$ cat config.mk
export PLATFORM = sky130hd
export DESIGN_NAME = race_timer_flat
export DESIGN_NICKNAME = d
export VERILOG_FILES = /design/src/rtl/dragrace_pkg.sv /design/src/rtl/race_timer_if.sv /design/src/rtl/bcd_to_seg.sv /design/src/rtl/race_timer.sv /design/src/flat_wrapper.sv
export SDC_FILE = /design/constraint.sdc
export NUM_CORES = 1
export LEC_CHECK = 0
export CORE_AREA = 3 3 85 87
export DETAILED_ROUTE_END_ITERATION = 6
export DIE_AREA = 0 0 88 90
export PLACE_DENSITY = 0.77
export SYNTH_ARGS = -nofsm -noshare
export SYNTH_HDL_FRONTEND = slang
export SYNTH_HIERARCHICAL = 1
export SYNTH_SLANG_ARGS = --single-unit
$ cat constraint.sdc
create_clock -name Clock -period 2.07 [get_ports Clock]
set_input_delay 0.414 -clock Clock [delete_from_list [all_inputs] [get_ports Clock]]
set_output_delay 0.414 -clock Clock [all_outputs]
set_load 0.03 [all_outputs]
$ cat src/rtl/dragrace_pkg.sv
// Shared definitions for the drag-race timer: FSM encodings, segment patterns
// and a BCD increment helper used by the elapsed-time counter.
package dragrace_pkg;

  typedef enum logic [2:0] {
    IDLE   = 3'd0,
    ARMED  = 3'd1,
    TIMING = 3'd2,
    DONE   = 3'd3,
    FOUL   = 3'd4
  } state_t;

  localparam logic [6:0] SEG_DASH  = 7'b1111110;
  localparam logic [6:0] SEG_BLANK = 7'b1111111;
  localparam logic [15:0] BCD_MAX  = 16'h9999;

  // Four-digit BCD +1 with ripple carry; digit 0 (bits 3:0) is the units digit.
  function automatic logic [15:0] bcd_inc(input logic [15:0] d);
    logic [15:0] r;
    logic        carry;
    r     = d;
    carry = 1'b1;
    for (int i = 0; i < 4; i++) begin
      if (carry) begin
        if (d[i*4 +: 4] == 4'd9) begin
          r[i*4 +: 4] = 4'd0;
          carry       = 1'b1;
        end else begin
          r[i*4 +: 4] = d[i*4 +: 4] + 4'd1;
          carry       = 1'b0;
        end
      end else begin
        r[i*4 +: 4] = d[i*4 +: 4];
      end
    end
    return r;
  endfunction

endpackage

$ cat src/rtl/race_timer_if.sv
// Signal bundle between the light tree / stage beam side and the race timer.
interface race_timer_if;
  import dragrace_pkg::*;

  logic       SB;
  logic       Green;
  logic       Red;
  logic [0:6] HEX0;
  logic [0:6] HEX1;
  logic [0:6] HEX2;
  logic [0:6] HEX3;
  logic       Done;
  logic       Foul;
  logic       Overflow;

  modport master (
    output SB, Green, Red,
    input  HEX0, HEX1, HEX2, HEX3, Done, Foul, Overflow
  );

  modport slave (
    input  SB, Green, Red,
    output HEX0, HEX1, HEX2, HEX3, Done, Foul, Overflow
  );

endinterface

$ cat src/rtl/bcd_to_seg.sv
// One BCD digit to active-low seven-segment pattern (index 0 = segment a).
module bcd_to_seg
  import dragrace_pkg::*;
(
  input  logic [3:0] bcd,
  output logic [0:6] seg
);

  // Segment lookup; codes above 9 blank the digit.
  always_comb begin
    seg = SEG_BLANK;
    case (bcd)
      4'd0:    seg = 7'b0000001;
      4'd1:    seg = 7'b1001111;
      4'd2:    seg = 7'b0010010;
      4'd3:    seg = 7'b0000110;
      4'd4:    seg = 7'b1001100;
      4'd5:    seg = 7'b0100100;
      4'd6:    seg = 7'b0100000;
      4'd7:    seg = 7'b0001111;
      4'd8:    seg = 7'b0000000;
      4'd9:    seg = 7'b0000100;
      default: seg = SEG_BLANK;
    endcase
  end

endmodule

$ cat src/rtl/race_timer.sv
// Reaction timer: counts milliseconds from green rise until the car leaves the
// beam, flags fouls and overflow, and shows the result on four seven-segment digits.
module race_timer
  import dragrace_pkg::*;
#(
  parameter int TICK_DIV = 50000,
  parameter int TICK_W   = 16
)(
  input  logic         Clock,
  input  logic         Rst,
  race_timer_if.slave  bus
);

  localparam logic [TICK_W-1:0] TICK_LAST = TICK_W'(TICK_DIV - 1);

  state_t            state_r, state_nxt;
  logic [TICK_W-1:0] presc_r, presc_nxt;
  logic [15:0]       digits_r, digits_nxt;
  logic              done_r, done_nxt;
  logic              foul_r, foul_nxt;
  logic              ovf_r, ovf_nxt;
  logic              green_d_r;
  logic              sb_meta_r;
  logic              sb_s_r;
  logic              green_rise_s;
  logic              tick_s;
  logic              restage_s;
  logic [0:6]        seg0_s, seg1_s, seg2_s, seg3_s;

  assign green_rise_s = bus.Green & ~green_d_r;
  assign tick_s       = (presc_r == TICK_LAST);
  assign restage_s    = sb_s_r & ~bus.Green & ~bus.Red;

  // Beam synchronizer and green edge history.
  always_ff @(posedge Clock or negedge Rst) begin
    if (!Rst) begin
      sb_meta_r <= 1'b0;
      sb_s_r    <= 1'b0;
      green_d_r <= 1'b0;
    end else begin
      sb_meta_r <= bus.SB;
      sb_s_r    <= sb_meta_r;
      green_d_r <= bus.Green;
    end
  end

  // FSM state, prescaler, digits and result flags.
  always_ff @(posedge Clock or negedge Rst) begin
    if (!Rst) begin
      state_r  <= IDLE;
      presc_r  <= '0;
      digits_r <= 16'h0000;
      done_r   <= 1'b0;
      foul_r   <= 1'b0;
      ovf_r    <= 1'b0;
    end else begin
      state_r  <= state_nxt;
      presc_r  <= presc_nxt;
      digits_r <= digits_nxt;
      done_r   <= done_nxt;
      foul_r   <= foul_nxt;
      ovf_r    <= ovf_nxt;
    end
  end

  // Next-state logic; beam loss outranks red, which outranks a pending tick.
  always_comb begin
    state_nxt  = state_r;
    presc_nxt  = presc_r;
    digits_nxt = digits_r;
    done_nxt   = done_r;
    foul_nxt   = foul_r;
    ovf_nxt    = ovf_r;
    case (state_r)
      IDLE: begin
        if (sb_s_r) begin
          state_nxt = ARMED;
        end else begin
          state_nxt = IDLE;
        end
      end
      ARMED: begin
        if (bus.Red) begin
          state_nxt = FOUL;
          foul_nxt  = 1'b1;
        end else if (green_rise_s) begin
          state_nxt  = TIMING;
          presc_nxt  = '0;
          digits_nxt = 16'h0000;
          ovf_nxt    = 1'b0;
          done_nxt   = 1'b0;
        end else if (!sb_s_r) begin
          state_nxt = IDLE;
        end else begin
          state_nxt = ARMED;
        end
      end
      TIMING: begin
        if (!sb_s_r) begin
          state_nxt = DONE;
          done_nxt  = 1'b1;
        end else if (bus.Red) begin
          state_nxt = FOUL;
          foul_nxt  = 1'b1;
        end else if (tick_s) begin
          presc_nxt = '0;
          if (digits_r == BCD_MAX) begin
            ovf_nxt   = 1'b1;
            done_nxt  = 1'b1;
            state_nxt = DONE;
          end else begin
            digits_nxt = bcd_inc(digits_r);
            state_nxt  = TIMING;
          end
        end else begin
          presc_nxt = presc_r + TICK_W'(1);
          state_nxt = TIMING;
        end
      end
      DONE: begin
        if (restage_s) begin
          state_nxt = ARMED;
          done_nxt  = 1'b0;
        end else begin
          state_nxt = DONE;
        end
      end
      FOUL: begin
        if (restage_s) begin
          state_nxt = ARMED;
          foul_nxt  = 1'b0;
        end else begin
          state_nxt = FOUL;
        end
      end
      default: begin
        state_nxt = IDLE;
      end
    endcase
  end

  bcd_to_seg u_seg0 (.bcd(digits_r[3:0]),   .seg(seg0_s));
  bcd_to_seg u_seg1 (.bcd(digits_r[7:4]),   .seg(seg1_s));
  bcd_to_seg u_seg2 (.bcd(digits_r[11:8]),  .seg(seg2_s));
  bcd_to_seg u_seg3 (.bcd(digits_r[15:12]), .seg(seg3_s));

  assign bus.HEX0     = (state_r == FOUL) ? SEG_DASH : seg0_s;
  assign bus.HEX1     = (state_r == FOUL) ? SEG_DASH : seg1_s;
  assign bus.HEX2     = (state_r == FOUL) ? SEG_DASH : seg2_s;
  assign bus.HEX3     = (state_r == FOUL) ? SEG_DASH : seg3_s;
  assign bus.Done     = done_r;
  assign bus.Foul     = foul_r;
  assign bus.Overflow = ovf_r;

endmodule

$ cat src/flat_wrapper.sv
// flat-port wrapper written by rule: the top's interface ports become plain ports
module race_timer_flat import dragrace_pkg::*;
#(
  parameter int TICK_DIV = 50000,
  parameter int TICK_W   = 16
)
  (Clock, Rst, bus_SB, bus_Green, bus_Red, bus_HEX0, bus_HEX1, bus_HEX2, bus_HEX3, bus_Done, bus_Foul, bus_Overflow);
  race_timer_if bus_i ();
  input  logic Clock;
  input  logic Rst;
  input wire logic [$bits(bus_i.SB)-1:0] bus_SB;
  input wire logic [$bits(bus_i.Green)-1:0] bus_Green;
  input wire logic [$bits(bus_i.Red)-1:0] bus_Red;
  output wire logic [$bits(bus_i.HEX0)-1:0] bus_HEX0;
  output wire logic [$bits(bus_i.HEX1)-1:0] bus_HEX1;
  output wire logic [$bits(bus_i.HEX2)-1:0] bus_HEX2;
  output wire logic [$bits(bus_i.HEX3)-1:0] bus_HEX3;
  output wire logic [$bits(bus_i.Done)-1:0] bus_Done;
  output wire logic [$bits(bus_i.Foul)-1:0] bus_Foul;
  output wire logic [$bits(bus_i.Overflow)-1:0] bus_Overflow;
  assign bus_i.SB = bus_SB;
  assign bus_i.Green = bus_Green;
  assign bus_i.Red = bus_Red;
  assign bus_HEX0 = bus_i.HEX0;
  assign bus_HEX1 = bus_i.HEX1;
  assign bus_HEX2 = bus_i.HEX2;
  assign bus_HEX3 = bus_i.HEX3;
  assign bus_Done = bus_i.Done;
  assign bus_Foul = bus_i.Foul;
  assign bus_Overflow = bus_i.Overflow;
  race_timer #(.TICK_DIV(TICK_DIV), .TICK_W(TICK_W)) u_core (.Clock(Clock), .Rst(Rst), .bus(bus_i));
endmodule
After elaboration in Yosys (flattened, before gate mapping)
Memories as Yosys holds them, arrays and structs flattened.
Index checks and enable logic that the tools add are counted.
Cells by class
  add/subtract/negate cells: 5
  equal/unequal tests: 25
  muxes and demuxes: 65
  bitwise gates (word level): 6
  reduce and logical (&&, ||, !) cells: 12
Operator list (number)
  two-way mux 16 bit: 9
  case mux 16 bit (2 select lines): 2
  two-way mux 1 bit: 33
  equality test 16 bit (second input constant): 2
  two-way mux 4 bit: 7
  two-way mux 7 bit: 4
  AND reduction 8 bit: 3
  AND reduction 7 bit: 3
  != test 2 x 1 -> 1 bit (second input constant): 9
  adder 16 x 1 -> 16 bit (second input constant): 1
  adder 4 x 1 -> 4 bit (second input constant): 4
  equality test 4 bit (second input constant): 4
  two-way mux 3 bit: 5
  case mux 3 bit (5 select lines): 1
  != test 3 bit (second input constant): 3
  equality test 3 x 2 -> 1 bit (second input constant): 2
  != test 2 bit (second input constant): 3
  case mux 1 bit (3 select lines): 2
  nonzero test 3 bit: 2
  AND reduction 5 bit: 1
  AND 1 bit: 3
  equality test 3 x 1 -> 1 bit (second input constant): 1
  equality test 3 bit (second input constant): 1
  zero test 3 bit: 1
  5 further kinds: 7
Storage, ports and cells
  flip-flop bits (word level): 41
  bits in read-only memories: 448
  input bits: 5
  word-level logic and storage cells: 129
  memories: 4
Memories
  (no name shown): depth 16, bits a word 7, read ports 1, clocked after memory_dff 0, wr ports 0, RTL line bcd_to_seg.sv:12  | case (bcd)
  (no name shown): depth 16, bits a word 7, read ports 1, clocked after memory_dff 0, wr ports 0, RTL line bcd_to_seg.sv:12
  (no name shown): depth 16, bits a word 7, read ports 1, clocked after memory_dff 0, wr ports 0, RTL line bcd_to_seg.sv:12
  (no name shown): depth 16, bits a word 7, read ports 1, clocked after memory_dff 0, wr ports 0, RTL line bcd_to_seg.sv:12

Depth between registers and ports, before layout
Gate-level depths: netlist (run 1).
  depth in word-level cells: 25
  gate-level depth with buffers: 9
  mapped depth without buffers: 7

Modules after synthesis
Netlist (run 1), hierarchy kept.
Modules (own cells, without submodules)
  race_timer: times used 1, cells an instance 290, area each 2549.9 um^2, seq. area each 1026.0 um^2
  bcd_to_seg: times used 4, cells an instance 33, area each 210.2 um^2, seq. area each 0.0 um^2

Worst setup path before layout (run 1)
OpenSTA, ideal clock, no wires.
  path type: register to register
  from: register u_core.presc_r[0]
  to: register u_core.digits_r[10]
  library setup time: 0.104 ns
  arrival: 1.864 ns
  path slack: 0.102 ns
  stages on the path, launching flop included: 7
  buffers on the path: 0
  period minus slack after synthesis: 1.968 ns
  path through: dfrtp_1 ha_1 nand4b_1 nor4_4 o21ai_2 or2_1 o41ai_2
Between the ends
  cells in the longest elaborated chain, start to end: 3
Ends and longest elaborated chain
  from (decl): RTL line race_timer.sv:17  | logic [TICK_W-1:0] presc_r, presc_nxt;
  from (signal assigned): RTL line race_timer.sv:58  | presc_r <= presc_nxt;
  equality test 16 bit: RTL line race_timer.sv:31  | assign tick_s = (presc_r == TICK_LAST);
  != test 2 x 1 -> 1 bit (no source line)
  AND reduction 8 bit (no source line)
  to (signal assigned): RTL line race_timer.sv:59  | digits_r <= digits_nxt;
  to (decl): RTL line race_timer.sv:18  | logic [15:0] digits_r, digits_nxt;
Every way passes these cells.
A chain may end at the register's enable or synchronous reset.

Worst setup path in the final report (run 1)
  from: register u_core.digits_r[13]
  to: output bus_HEX3[6]
Between the ends
  cells in the longest elaborated chain, start to end: 2
Ends and longest elaborated chain
  memory read (16 x 7 bit)
  via u_core.seg3_s, one bit: RTL line race_timer.sv:28  | logic [0:6] seg0_s, seg1_s, seg2_s, seg3_s;
  two-way mux 7 bit: RTL line race_timer.sv:150  | assign bus.HEX3 = (state_r == FOUL) ? SEG_DASH : seg3_s;
  to (decl): RTL line flat_wrapper.sv:17  | output wire logic [$bits(bus_i.HEX3)-1:0] bus_HEX3;
The timed path passes the listed nets, and every way through them passes these cells.

==> results of run 1 <==
synth_stat cells, types with 7 or more instances:
master	n
inv_1	25
or2_2	26
nand2b_1	20
nand3_1	15
o21ai_0	57
clkbuf_1	9
nor2_1	36
dfrtp_1	41
ha_1	29
nor3_1	9
o31ai_1	10
buf_2	7
nand2_1	29
a21oi_1	16
sequential cells by signal (all words and copies together) (netlist names):
name and count:
u_core/bus.Done 1, u_core/bus.Foul 1, u_core/bus.Overflow 1, u_core/digits_r 16, u_core/green_d_r 1, u_core/presc_r 16
u_core/sb_meta_r 1, u_core/sb_s_r 1, u_core/state_r 3
final cells by class:
cell class | count | area (sq um) | area share [%]
flip-flops and latches | 41 | 1030 | 19.3
clock buffers | 7 | 86.3 | 1.62
repair buffers | 144 | 1320 | 24.8
clock inverters | 1 | 30.0 | 0.563
inverters | 25 | 101 | 1.90
multi-input cells | 335 | 2670 | 50.1
well taps | 77 | 96.3 | 1.81
layout by cell type (no fill, tap or decap), drive strengths merged, types with 7 or more instances in the layout:
master    n
a211oi    7
or2      31
o21ai    58
nor2     36
nand2b   20
dfrtp    41
a21oi    20
nand2    29
o31ai    10
clkbuf    8
buf     137
ha       29
nand3    15
nor3     10
inv      25
path summary, 6_finish.rpt:
path | start | end | slack, ns | cells past startpoint
min | Rst | u_core/presc_r[15]$_DFFE_PN0P_ | 0.08 | 1
max reg2reg | u_core/digits_r[8]$_DFFE_PN0P_ | u_core/digits_r[11]$_DFFE_PN0P_ | -0.18 | 8
min in group Clock | u_core/sb_meta_r$_DFF_PN0_ | u_core/sb_s_r$_DFF_PN0_ | 0.37 | 0
max in group asynchronous | Rst | u_core/bus.Done$_DFFE_PN0P_ | 1.51 | 2
max | u_core/digits_r[13]$_DFFE_PN0P_ | bus_HEX3[6] | -0.19 | 7
min reg2reg | u_core/sb_meta_r$_DFF_PN0_ | u_core/sb_s_r$_DFF_PN0_ | 0.37 | 0
per-layer routing:
layer	up-vias	wire length (microns)
li1	1762	-
met1	1850	4370
met2	205	5920
met3	48	711
met4	0	441
met5	-	0
report_power, final:
group / total [mW] / switching, mW / internal (mW)
clock: 0.689 / 0.295 / 0.394
sequential: 0.991 / 0.0880 / 0.903
combinational: 3.47 / 1.83 / 1.64
timing repair:
item,4_1_cts,5_1_grt
endpoints found under the setup margin,35,59
gates cloned,0,2
hold endpoints to repair,0,0
setup buffers,7,21
pin swaps,35,49
resized for setup,189,110
worst reg2reg max path, delay by kind of cell, from the launching register on:
kind                     cells  cell delay [ns]
AO/OA/AOI/OAI                2             0.50
adder cells (fa/ha/maj)      1             0.15
buffers and inverters        2             0.25
flip-flops                   1             0.43
AND/OR/NAND/NOR              3             0.84
per-stage QoR:
step	cell area (sq um)	TNS, ns
floorplan	3390	0
global placement	4330	-5.09
detailed placement	4330	-6.98
CTS	4720	-1.27
global route	5340	-6.10
finish	5340	-3.05
cells by family after synthesis:
| kind of cell | after synthesis | synth area share (%) |
|---|---|---|
| adders and majority gates | 29 | 10.7 |
| buffers and inverters | 46 | 6.24 |
| DFF | 41 | 30.3 |
| and+or+nand+nor | 184 | 30.2 |
| muxes | 2 | 0.590 |
| AOI/OAI and AO/OA | 120 | 22.0 |
==> flow_summary.json, run 1 <==
{
  "cts_tree": "yes",
  "rows": 29,
  "dp_cells": 594,
  "tightest_slew_ns": 0.506,
  "worstSetupPathType": "reg -> out",
  "antenna_found_initial": 0,
  "synth_edf_count": 0,
  "grt_pass1_wl_microns": 14900,
  "dp_slack_ns": -0.262,
  "cp-start-kind": "flip-flop",
  "hp-class": "in -> async",
  "die-area_sq_mm": 0.00792,
  "top_usage_layer": "met2",
  "grt.met2_usage_pct": 39.5,
  "fin_crit_ns": 2.26,
  "arrival_ns": 1.85,
  "clock_path_buffers": 2,
  "crit_path_cell_trace": "inv_2, ha_2, or2_1, a21oi_2, nor2_1, or2_4, buf_6",
  "slew_violations": 0,
  "final_net_count": 586,
  "drt_wl_total_microns": 11400,
  "slowest_stage": "dfrtp_1",
  "grt_pass1_vias": 3368,
  "core_area_sq_mm": 0.00642,
  "num-fill-cells": 323,
  "area_growth_pct": 57.4,
  "cpPeakStageDelay_ns": 0.40,
  "yosys.area.top_type": "dfrtp_1",
  "synth-seq-cells": 41,
  "power.density_mw_per_mm2": 964,
  "dieHeight_microns": 90,
  "viasPerCell": 6.13,
  "dr.pass1.iters": 5,
  "dp_hpwl_microns": 6010,
  "avgSynthCellArea_sq_um": 8.03,
  "final-instance-count-excl-fill": 630,
  "clock.fmax_mhz": 443,
  "h-tree-depth": 2,
  "hold_slack_ns": 0.0761,
  "violations": "negative setup slack",
  "grt_max_degree": 31,
  "async_reset_ff_share_pct": 100,
  "ys.flop_type": "dfrtp_1",
  "grt_util_all_layers_pct": 22.5,
  "netlist_top_cells_area": "dfrtp_1 30%, ha_1 11%, o21ai_0 8.4%",
  "crit_required_ns": 1.66,
  "syn_area_sq_mm": 0.00339,
  "clk_latency_ns": 0.30,
  "synth.distinct_cells": 53,
  "fin_ws_ns": -0.190,
  "initial_core_util_pct": 52.8,
  "drive_gt1_share_pct": 45.8,
  "power_mw": 5.15,
  "crit_family": "simple AND/OR/NAND/NOR gates",
  "io_buffers": 35,
  "drt.antenna.violating_nets": 0,
  "vias": 3865,
  "crit_fanout": 3,
  "power_leakage_nw": 2.32,
  "fin_crit_sh_pct": 109,
  "ir_drop_mv": 0.575,
  "clkTransAtPathRegs_ns": 0.09,
  "drt_iter0_markers": 355,
  "fin_util_pct": 83.1,
  "max_slew_margin_pct": 66.3,
  "avgRoutedWirePerCell_microns": 18.2,
  "use_met1_pct": 28.7,
  "cts_hold_buf": 0,
  "numCtsBuffers": 5,
  "postSynthCellCount": 422,
  "cts.sinks": 41,
  "grt_overflow": 0,
  "end_kind": "output port",
  "setup_viol": 35,
  "maxCapViolations": 0,
  "ys_seq_area_share_pct": 30.3,
  "finClkSkew_ns": 0.00735,
  "ys_warn_count": 6,
  "grt_util_met3_pct": 3.38,
  "io_pins": 36,
  "status": "complete, but fails checks",
  "diodes": 0,
  "critPathBufInv": 2,
  "hold_violations": 0,
  "fp.dieW_microns": 88,
  "rsz0062_at_grt": "true",
  "drc": 0,
  "synth_nets": 456,
  "root_buffer": "clkbuf_8",
  "place_congestion": 0.915,
  "synth_top_area_share_pct": 30.3
}
(Power assumes the default switching activity.)
==> inputs of run 2 (changes only) <==
--- a/config.mk
+++ b/config.mk
@@ -8,6 +8,7 @@
 export CORE_AREA = 3 3 85 87
 export DETAILED_ROUTE_END_ITERATION = 6
 export DIE_AREA = 0 0 88 90
+export GPL_ROUTABILITY_DRIVEN = 1
 export PLACE_DENSITY = 0.77
 export SYNTH_ARGS = -nofsm -noshare
 export SYNTH_HDL_FRONTEND = slang
==> results of run 2 <==
The final DEF is identical to that of run 1; final timing and power are the same.
